**src/rtl/flex_stp_pkg.sv**
```systemverilog
`default_nettype none
// ============================================================================
// Module      : flex_stp_pkg
// Description : Shared definitions for the flexible serial-to-parallel
//               deserialiser: output-side state encoding and default width.
// Revision    : 1.0 - initial release
// ============================================================================
package flex_stp_pkg;

    // Default word width of the deserialiser.
    localparam int c_default_num_bits = 8;

    // Output holding-register state: EMPTY has no unconsumed word,
    // FULL presents a word on data_out with data_valid high.
    typedef enum logic [0:0] {
        EMPTY = 1'b0,
        FULL  = 1'b1
    } out_state_t;

endpackage : flex_stp_pkg
`default_nettype wire

```
**src/rtl/flex_counter.sv**
```systemverilog
`default_nettype none
// ============================================================================
// Module      : flex_counter
// Description : Width-parametrised up-counter with programmable rollover.
//               Counts on each enabled cycle; on an enabled cycle at the
//               rollover value it wraps to zero.
// Ports       : clk             - clock, rising edge
//               n_rst           - asynchronous active-low reset
//               i_clear         - synchronous clear to zero
//               i_count_enable  - advance the count this cycle
//               i_rollover_val  - last value before wrapping to zero
//               o_count_out     - current count
//               o_rollover_flag - count currently equals i_rollover_val
// Revision    : 1.0 - initial release
// ============================================================================
module flex_counter #(
    parameter int NUM_CNT_BITS = 4
) (
    input  logic                    clk,
    input  logic                    n_rst,
    input  logic                    i_clear,
    input  logic                    i_count_enable,
    input  logic [NUM_CNT_BITS-1:0] i_rollover_val,
    output logic [NUM_CNT_BITS-1:0] o_count_out,
    output logic                    o_rollover_flag
);

    logic [NUM_CNT_BITS-1:0] r_count;
    logic                    w_at_rollover;

    assign w_at_rollover = (r_count == i_rollover_val);

    always_ff @(posedge clk or negedge n_rst) begin
        if (!n_rst) begin
            r_count <= '0;
        end else if (i_clear) begin
            r_count <= '0;
        end else if (i_count_enable) begin
            if (w_at_rollover) begin
                r_count <= '0;
            end else begin
                r_count <= r_count + 1'b1;
            end
        end
    end

    assign o_count_out     = r_count;
    // Flag is combinational on the current count so the parent can detect
    // a word completion in the same cycle the last bit is sampled.
    assign o_rollover_flag = w_at_rollover;

endmodule : flex_counter
`default_nettype wire

```
**src/rtl/flex_stp_deser.sv**
```systemverilog
`default_nettype none
// ============================================================================
// Module      : flex_stp_deser
// Description : Flexible serial-to-parallel deserialiser with a one-word
//               registered output buffer, valid/ready hand-off and a sticky
//               overrun flag for words dropped while the buffer is full.
// Ports       : clk          - clock, rising edge
//               n_rst        - asynchronous active-low reset
//               clear        - synchronous flush of all state
//               shift_enable - sample serial_in this cycle
//               serial_in    - serial data bit
//               data_ready   - consumer accepts data_out this cycle
//               data_out     - registered completed word
//               data_valid   - data_out holds an unconsumed word
//               overrun      - sticky, a completed word was dropped
//               bit_count    - bits accumulated toward the current word
// Revision    : 1.0 - initial release
// ============================================================================
module flex_stp_deser
    import flex_stp_pkg::*;
#(
    parameter int NUM_BITS  = c_default_num_bits,
    parameter int SHIFT_MSB = 1
) (
    input  logic                        clk,
    input  logic                        n_rst,
    input  logic                        clear,
    input  logic                        shift_enable,
    input  logic                        serial_in,
    input  logic                        data_ready,
    output logic [NUM_BITS-1:0]         data_out,
    output logic                        data_valid,
    output logic                        overrun,
    output logic [$clog2(NUM_BITS)-1:0] bit_count
);

    localparam int                   c_cnt_bits = $clog2(NUM_BITS);
    localparam logic [c_cnt_bits-1:0] c_last_bit = c_cnt_bits'(NUM_BITS - 1);

    // ------------------------------------------------------------------------
    // Bit counter
    // ------------------------------------------------------------------------
    logic [c_cnt_bits-1:0] w_bit_count;
    logic                  w_at_last_bit;
    logic                  w_complete;

    flex_counter #(
        .NUM_CNT_BITS (c_cnt_bits)
    ) u_bit_counter (
        .clk             (clk),
        .n_rst           (n_rst),
        .i_clear         (clear),
        .i_count_enable  (shift_enable),
        .i_rollover_val  (c_last_bit),
        .o_count_out     (w_bit_count),
        .o_rollover_flag (w_at_last_bit)
    );

    // A word completes on the edge that samples its last bit.
    assign w_complete = shift_enable & w_at_last_bit;

    // ------------------------------------------------------------------------
    // Assembly register
    // ------------------------------------------------------------------------
    // The completed word is always the stored history plus the bit being
    // sampled now, so only NUM_BITS-1 bits of history need to be kept. The
    // oldest bit is shifted out on the same edge the word is formed.
    logic [NUM_BITS-2:0] r_asm;
    logic [NUM_BITS-1:0] w_word;
    logic [NUM_BITS-2:0] w_asm_next;

    generate
        if (SHIFT_MSB != 0) begin : g_shift_msb
            // LSB-first line: new bit enters at the top, data moves down.
            assign w_word     = {serial_in, r_asm};
            assign w_asm_next = w_word[NUM_BITS-1:1];
        end else begin : g_shift_lsb
            // MSB-first line: new bit enters at the bottom, data moves up.
            assign w_word     = {r_asm, serial_in};
            assign w_asm_next = w_word[NUM_BITS-2:0];
        end
    endgenerate

    always_ff @(posedge clk or negedge n_rst) begin
        if (!n_rst) begin
            r_asm <= '0;
        end else if (clear) begin
            r_asm <= '0;
        end else if (shift_enable) begin
            // Input side never stalls, whatever the output state.
            r_asm <= w_asm_next;
        end
    end

    // ------------------------------------------------------------------------
    // Output FSM
    // ------------------------------------------------------------------------
    out_state_t r_state;
    out_state_t w_next_state;
    logic       w_load;
    logic       w_set_overrun;

    always_ff @(posedge clk or negedge n_rst) begin
        if (!n_rst) begin
            r_state <= EMPTY;
        end else begin
            r_state <= w_next_state;
        end
    end

    always_comb begin
        w_next_state  = r_state;
        w_load        = 1'b0;
        w_set_overrun = 1'b0;
        if (clear) begin
            w_next_state = EMPTY;
        end else begin
            case (r_state)
                EMPTY: begin
                    // data_ready is ignored here: nothing to hand over.
                    if (w_complete) begin
                        w_load       = 1'b1;
                        w_next_state = FULL;
                    end
                end
                FULL: begin
                    if (w_complete) begin
                        if (data_ready) begin
                            // Old word leaves as the new one arrives.
                            w_load = 1'b1;
                        end else begin
                            // No room: keep the presented word, drop the new.
                            w_set_overrun = 1'b1;
                        end
                    end else if (data_ready) begin
                        w_next_state = EMPTY;
                    end
                end
                default: begin
                    w_next_state = EMPTY;
                end
            endcase
        end
    end

    // ------------------------------------------------------------------------
    // Output register and sticky overrun
    // ------------------------------------------------------------------------
    logic [NUM_BITS-1:0] r_data_out;
    logic                r_overrun;

    always_ff @(posedge clk or negedge n_rst) begin
        if (!n_rst) begin
            r_data_out <= '0;
            r_overrun  <= 1'b0;
        end else if (clear) begin
            r_data_out <= '0;
            r_overrun  <= 1'b0;
        end else begin
            if (w_load) begin
                r_data_out <= w_word;
            end
            if (w_set_overrun) begin
                r_overrun <= 1'b1;
            end
        end
    end

    assign data_out   = r_data_out;
    assign data_valid = (r_state == FULL);
    assign overrun    = r_overrun;
    assign bit_count  = w_bit_count;

endmodule : flex_stp_deser
`default_nettype wire

```
**config.mk**
```make
export PLATFORM = sky130hd
export DESIGN_NAME = flex_stp_deser
export DESIGN_NICKNAME = d
export VERILOG_FILES = /design/src/rtl/flex_stp_pkg.sv /design/src/rtl/flex_counter.sv /design/src/rtl/flex_stp_deser.sv
export SDC_FILE = /design/constraint.sdc
export NUM_CORES = 1
export LEC_CHECK = 0
export BUFFER_PORTS_ARGS = -buffer_cell sky130_fd_sc_hd__buf_4
export CAP_MARGIN = 10
export CORE_MARGIN = 1
export CORE_UTILIZATION = 45
export CTS_CLUSTER_SIZE = 30
export DETAILED_ROUTE_END_ITERATION = 16
export PLACE_DENSITY = 0.69
export SYNTH_ARGS = -nofsm -noshare
export SYNTH_HDL_FRONTEND = slang
export SYNTH_HIERARCHICAL = 1
export SYNTH_SLANG_ARGS = --single-unit
```
**constraint.sdc**
```tcl
create_clock -name clk -period 4.5 [get_ports clk]
set_input_delay 0.225 -clock clk [delete_from_list [all_inputs] [get_ports clk]]
set_output_delay 0.225 -clock clk [all_outputs]
set_load 0.02 [all_outputs]
```
==> impl_metrics.csv, run 1 <==
group,metric,value,unit
placement,dp.final_hpwl,1100,um
floorplan,die_w,48.8,um
route,drc,0,
timing,worst_pin_slew,494,ps
final_layout,area_delta_synth_final,20.7,%
global_route,overflow,0,
placement,io_buffers,18,
route,route.met3.wl,46,um
timing,rsz0062_at_grt,"false",
cts,cts_root_buffer,"clkbuf_4",
route,route.met2.wl,726,um
pwr,power.density,279,nW/um2
yosys,yosys-top-cells-area,"dfrtp_1 (51%), mux2i_1 (15%), nand2b_1 (11%), nor2_1 (3.4%), xor2_1 (2.7%)",
yosys,ys_seq_area_share,50.9,%
route,drtIter0Drc,12,
timing,post-route-min-period,1650,ps
timing,finalSetupViolCount,0,
yosys,yosys_warnings,6,
job,cap_violations,0,
hold_path,hp-class,"input pin to flop",
timing,slew_viol_final,0,
timing,fin_crit_sh,36.8,%
route,wl_per_cell,12.2,um
global_route,grt_pass1_wl,2820,um
cts,clkTransAtPathRegs,110,ps
final_layout,n_antenna_cell,0,
route,maxUsedRoutingLayer,"met4",
route,wl_met1,848,um
floorplan,floorplan.initialDensity,49.1,%
worst_setup_path,start_kind,"flop",
yosys,netlist_instances,86,
yosys,synth_flop_cell,"dfrtp_1",
route,ant_nets,0,
worst_setup_path,cpMaxStageDelayCell,"nor3_1",
placement,dp_cells,130,
placement,gp_congestion,0.699,
pwr,peakVddDrop,0.177,mV
cts,tritoncts,"built",
global_route,antenna_found_initial,0,
worst_setup_path,crit_chain,"xor2_1 > nor3_1 > nand2_4 > nor2_8 > mux2i_1",
route,drt-pass1-iter-count,4,
yosys,synth_edf_count,0,
worst_setup_path,crit_path_end_kind,"flop",
timing,slew_headroom,66.8,%
timing,fin_worst_skew,2.01,ps
global_route,track_usage,16.2,%
cts,htree_num_levels,1,
final_layout,fin_cells,135,
global_route,grt_max_degree,29,
worst_setup_path,cp.arrival,1880,ps
yosys,ys_top_cells_by_count,"dfrtp_1 (20), nand2b_1 (18), mux2i_1 (15)",
yosys,avgSynthCellArea,11.4,um2
yosys,ys_types,21,
cts,cts_buffers,3,
global_route,grt_pass1_vias,615,
timing,fin_setup_tns,0,ps
floorplan,fp.dieH,48.8,um
yosys,synth_top_cell_area_share,50.9,%
yosys,synth_area,983,um2
worst_setup_path,crit_path_max_incr_delay,450,ps
run_status,outcome,"complete, no violations",
cts,cts.sinks,20,
yosys,yosysMostFrequentCell,"dfrtp_1",
floorplan,design.die.area,2380,um2
route,routed_wl,1640,um
cts,clock_latency,300,ps
cts,post_cts_buffers,0,
final_layout,nNetsFinal,116,
worst_setup_path,path_max_fanout,8,
final_layout,drive_gt1_share,23.1,%
route,vias,647,
timing,clock.fmax,604,MHz
floorplan,num_rows,16,
yosys,ys_ff_latch,20,
timing,hold_viol,0,
floorplan,ios,19,
yosys,synth-async-reset-ratio,100,%
worst_setup_path,crit_type,"flop to flop",
cts,clk_path_buf_depth,2,
pwr,p_leak,0.572,nW
worst_setup_path,critPathRequiredTime,4730,ps
yosys,synth_top_area_cell,"dfrtp_1",
route,via_per_inst,4.79,
floorplan,coreArea,2000,um2
state kept, by name (all words and copies together), names as in the netlist:
signal / count
data_out: 8
data_valid: 1
overrun: 1
r_asm: 7
u_bit_counter/o_count_out: 3
area by class of cell:
| type | instances | area, um2 |
|---|---|---|
| Clock buffer | 4 | 36.3 |
| Inverter | 1 | 3.75 |
| Timing Repair Buffer | 19 | 145 |
| Multi-Input combinational cell | 64 | 468 |
| Tap cell | 27 | 33.8 |
| Fill cell | 185 | 815 |
| Sequential cell | 20 | 500 |
worst paths after layout:
kind / start / end / slack [ps] / cells after the start
min in group asynchronous: n_rst / data_out[4] / 330 / 2
worst max-delay path: u_bit_counter/o_count_out[0] / data_out[6] / 2850 / 5
worst min register to register: r_asm[0] / r_asm[0] / 530 / 2
max in group asynchronous: n_rst / data_out[6] / 3960 / 2
worst min-delay path: serial_in / r_asm[6] / 180 / 3
worst max register to register: u_bit_counter/o_count_out[0] / data_out[6] / 2850 / 5
metrics by stage:
| step | hold WS, ps | area (um2) | setup slack [ps] | power [mW] | util, % |
|---|---|---|---|---|---|
| after floorplan | -70.6 | 991 | 2910 | 0.215 | - |
| after global placement | 119 | 1140 | 2900 | 0.230 | 57.0 |
| after detailed placement | 120 | 1140 | 2850 | 0.231 | 57.0 |
| after CTS | 174 | 1190 | 2830 | 0.337 | 59.3 |
| after global routing | 172 | 1190 | 2690 | 0.350 | 59.3 |
| final | 181 | 1190 | 2850 | 0.331 | 59.3 |
cells in the final DEF, fill, tap and decap left out, drive strengths merged:
cell type	netlist	final
ha	1	1
clkbuf	2	4
inv	1	1
and3b	1	1
conb	1	3
mux2i	15	15
nor3	1	1
a31oi	1	1
or2b	1	1
nand2b	18	18
dfrtp	20	20
o32ai	1	1
and2b	1	1
buf	1	18
nand2	1	1
nor2	10	10
xor2	3	3
a21oi	4	4
nor2b	1	1
o311ai	2	2
dlygate4sd3	0	1
metal layers:
layer	GRT usage, %	vias to the layer above
met5	0	-
met4	10.3	0
met3	2.83	2
met2	22.9	10
met1	22.9	306
li1	-	329
kinds of logic after synthesis:
family	after synthesis	synth area share, %
fa+ha+maj	1	1.27
buf+inv	4	2.29
simple gates	34	21.9
mux	15	15.3
flops	20	50.9
xor+xnor	3	2.67
compound gates	8	5.34
other cells	1	0.381
worst max-delay path, delay by kind of cell, from the launching register on:
kind | cells | cell delay (ps)
and+or+nand+nor | 3 | 780
DFF | 1 | 440
muxes | 1 | 210
xor gates and xnor gates | 1 | 150
power by group:
group | switching, mW | leakage (nW) | internal, mW
registers | 0.00339 | 0.277 | 0.183
logic | 0.0235 | 0.274 | 0.0173
clock network | 0.0550 | 0.0210 | 0.0493
total | 0.0819 | 0.572 | 0.250
repair_timing:
item / CTS / global route
hold buffers: 1 / 0
hold endpoints to repair: 20 / 0
resized for setup: 0 / 0
(Power assumes the default switching activity.)
==> inputs of run 2 (changes only) <==
Clock period 4.5 ns to 1.6 ns, I/O delays scaled along.
==> run 2 against run 1 <==
Net effect:
- total power grew to 2.8 times the previous value
- via count increased by 3.1%
- hold slack got worse by 140 ps
- combinational power rose to 3.0 times the previous value
- cell count grew 1.5%
- sequential power grew to 2.8 times the previous value
- register-to-register slack got worse by 2700 ps
- clock skew grew 8.0 ps
==> impl_metrics.csv, run 2 (synthesis results as in run 1) <==
group,metric,value,unit
floorplan,floorplan.initialDensity,49.1,%
timing,hold_viol,0,
route,drtIter0Drc,6,
global_route,track_usage,15.9,%
route,wl_per_cell,12.6,um
cts,cts_root_buffer,"clkbuf_4",
global_route,antenna_found_initial,0,
pwr,power.density,783,nW/um2
timing,slew_viol_final,0,
placement,gp_congestion,0.697,
cts,clk_path_buf_depth,2,
route,ant_nets,0,
timing,fin_crit_sh,93.2,%
worst_setup_path,crit_path_end_kind,"flop",
final_layout,num-fill-cells,187,
route,drc,0,
timing,finalSetupViolCount,0,
cts,clock_latency,300,ps
pwr,comb_power_share,12.8,%
timing,clock.fmax,670,MHz
placement,place_area,1150,um2
pwr,p_sw_share,25.0,%
run_status,outcome,"complete, no violations",
pwr,p_switching,0.236,mW
cts,cts.sinks,20,
floorplan,die_w,48.8,um
route,via_per_inst,4.87,
floorplan,fp.dieH,48.8,um
final_layout,nNetsFinal,118,
global_route,overflow,0,
route,routed_wl,1720,um
floorplan,ios,19,
pwr,seq_power_share,55.6,%
final_layout,layout_common_cells,"buf_4 (20), dfrtp_1 (19), nand2b_1 (18)",
pwr,internal_power,0.707,mW
route,drt-pass1-iter-count,4,
timing,rsz0062_at_grt,"true",
timing,fin_worst_skew,10.0,ps
pwr,p_total,0.942,mW
final_layout,area_delta_synth_final,22.4,%
final_layout,fin_area,1200,um2
job,cap_violations,0,
worst_setup_path,critPathRequiredTime,1830,ps
worst_setup_path,path_max_fanout,8,
final_layout,n_antenna_cell,0,
worst_setup_path,start_kind,"flop",
route,vias,667,
floorplan,design.die.area,2380,um2
worst_setup_path,crit_type,"flop to flop",
timing,post-route-min-period,1490,ps
final_layout,largest_reg_flops,8,
final_layout,drive_gt1_share,25.5,%
pwr,p_leak,0.581,nW
floorplan,num_rows,16,
cts,htree_num_levels,1,
pwr,clkPwrFrac,31.6,%
cts,clkTransAtPathRegs,120,ps
timing,fin_setup_tns,0,ps
global_route,grt_pass1_vias,610,
floorplan,coreArea,2000,um2
final_layout,layout_commonest_cell,"buf_4",
placement,dp.final_hpwl,1140,um
hold_path,hp-class,"input pin to flop",
pwr,peakVddDrop,0.559,mV
cts,cts_buffers,3,
global_route,grt_max_degree,29,
placement,io_buffers,18,
cts,tritoncts,"built",
worst_setup_path,cp.arrival,1720,ps
global_route,grt_pass1_wl,2860,um
[run 2: changes by cell type in the layout (fill, tap and decap cells not counted), sizes merged]
cell	before	now
buf	18	20
[run 2: layout make-up]
| type | instances | area (um2) | share of cell area, % |
|---|---|---|---|
| clock buffers | 4 | 36.3 | 3.01 |
| inverters | 1 | 3.75 | 0.312 |
| multi-input cells | 64 | 468 | 38.9 |
| flip-flops and latches | 20 | 502 | 41.7 |
| well taps | 27 | 33.8 | 2.81 |
| repair buffers | 21 | 160 | 13.3 |
[run 2: metal layers]
layer  track usage, %  routed length [um]  vias to the layer above
li1                 -                   -                      333
met1             23.4                 884                      318
met2             23.1                 752                       14
met3             2.83                  63                        2
met4             5.88                  20                        0
met5                0                   0                        -
[run 2: worst max-delay path: stages (launching register included)]
cell and delay [ps]:
dfrtp_1 420, xor2_1 130, nor3_1 220, buf_4 170
nand2_4 60, nor2_8 190, mux2i_1 230
[run 2: path summary, 6_finish.rpt]
path	slack [ps]	from	endpoint	cells after the start
max in group asynchronous	1210	n_rst	u_bit_counter/o_count_out[0]	2
worst min register to register	540	overrun	overrun	2
worst max-delay path	110	u_bit_counter/o_count_out[1]	data_out[4]	6
worst min-delay path	40	serial_in	r_asm[6]	3
worst max register to register	110	u_bit_counter/o_count_out[1]	data_out[4]	6
min in group asynchronous	170	n_rst	data_out[1]	2
[run 2: metrics by stage]
step	hold slack, ps	util (%)	cells	worst slack [ps]
5_1_grt	29.8	60.1	137	-5.01
2_1_floorplan	-216	-	88	14.7
3_5_place_dp	-28.4	57.4	131	109
3_3_place_gp	-27.3	57.4	131	187
4_1_cts	23.7	59.7	136	76.5
6_report	44.4	60.1	137	108
[run 2: power groups by stage]
| stage | Sequential [mW] | Combinational [mW] | Clock, mW |
|---|---|---|---|
| after floorplan | 0.540 | 0.0654 | 0 |
| after global placement | 0.533 | 0.115 | 0 |
| after detailed placement | 0.534 | 0.117 | 0 |
| after CTS | 0.524 | 0.120 | 0.311 |
| after global routing | 0.526 | 0.133 | 0.342 |
| final | 0.524 | 0.121 | 0.298 |
[run 2: what timing repair did]
| item | in CTS | in global routing |
|---|---|---|
| gates resized for setup | 0 | 1 |
| setup buffers | 0 | 1 |
| hold buffers | 1 | 0 |
| hold endpoints to repair | 20 | 0 |
| setup endpoints to repair | 0 | 4 |
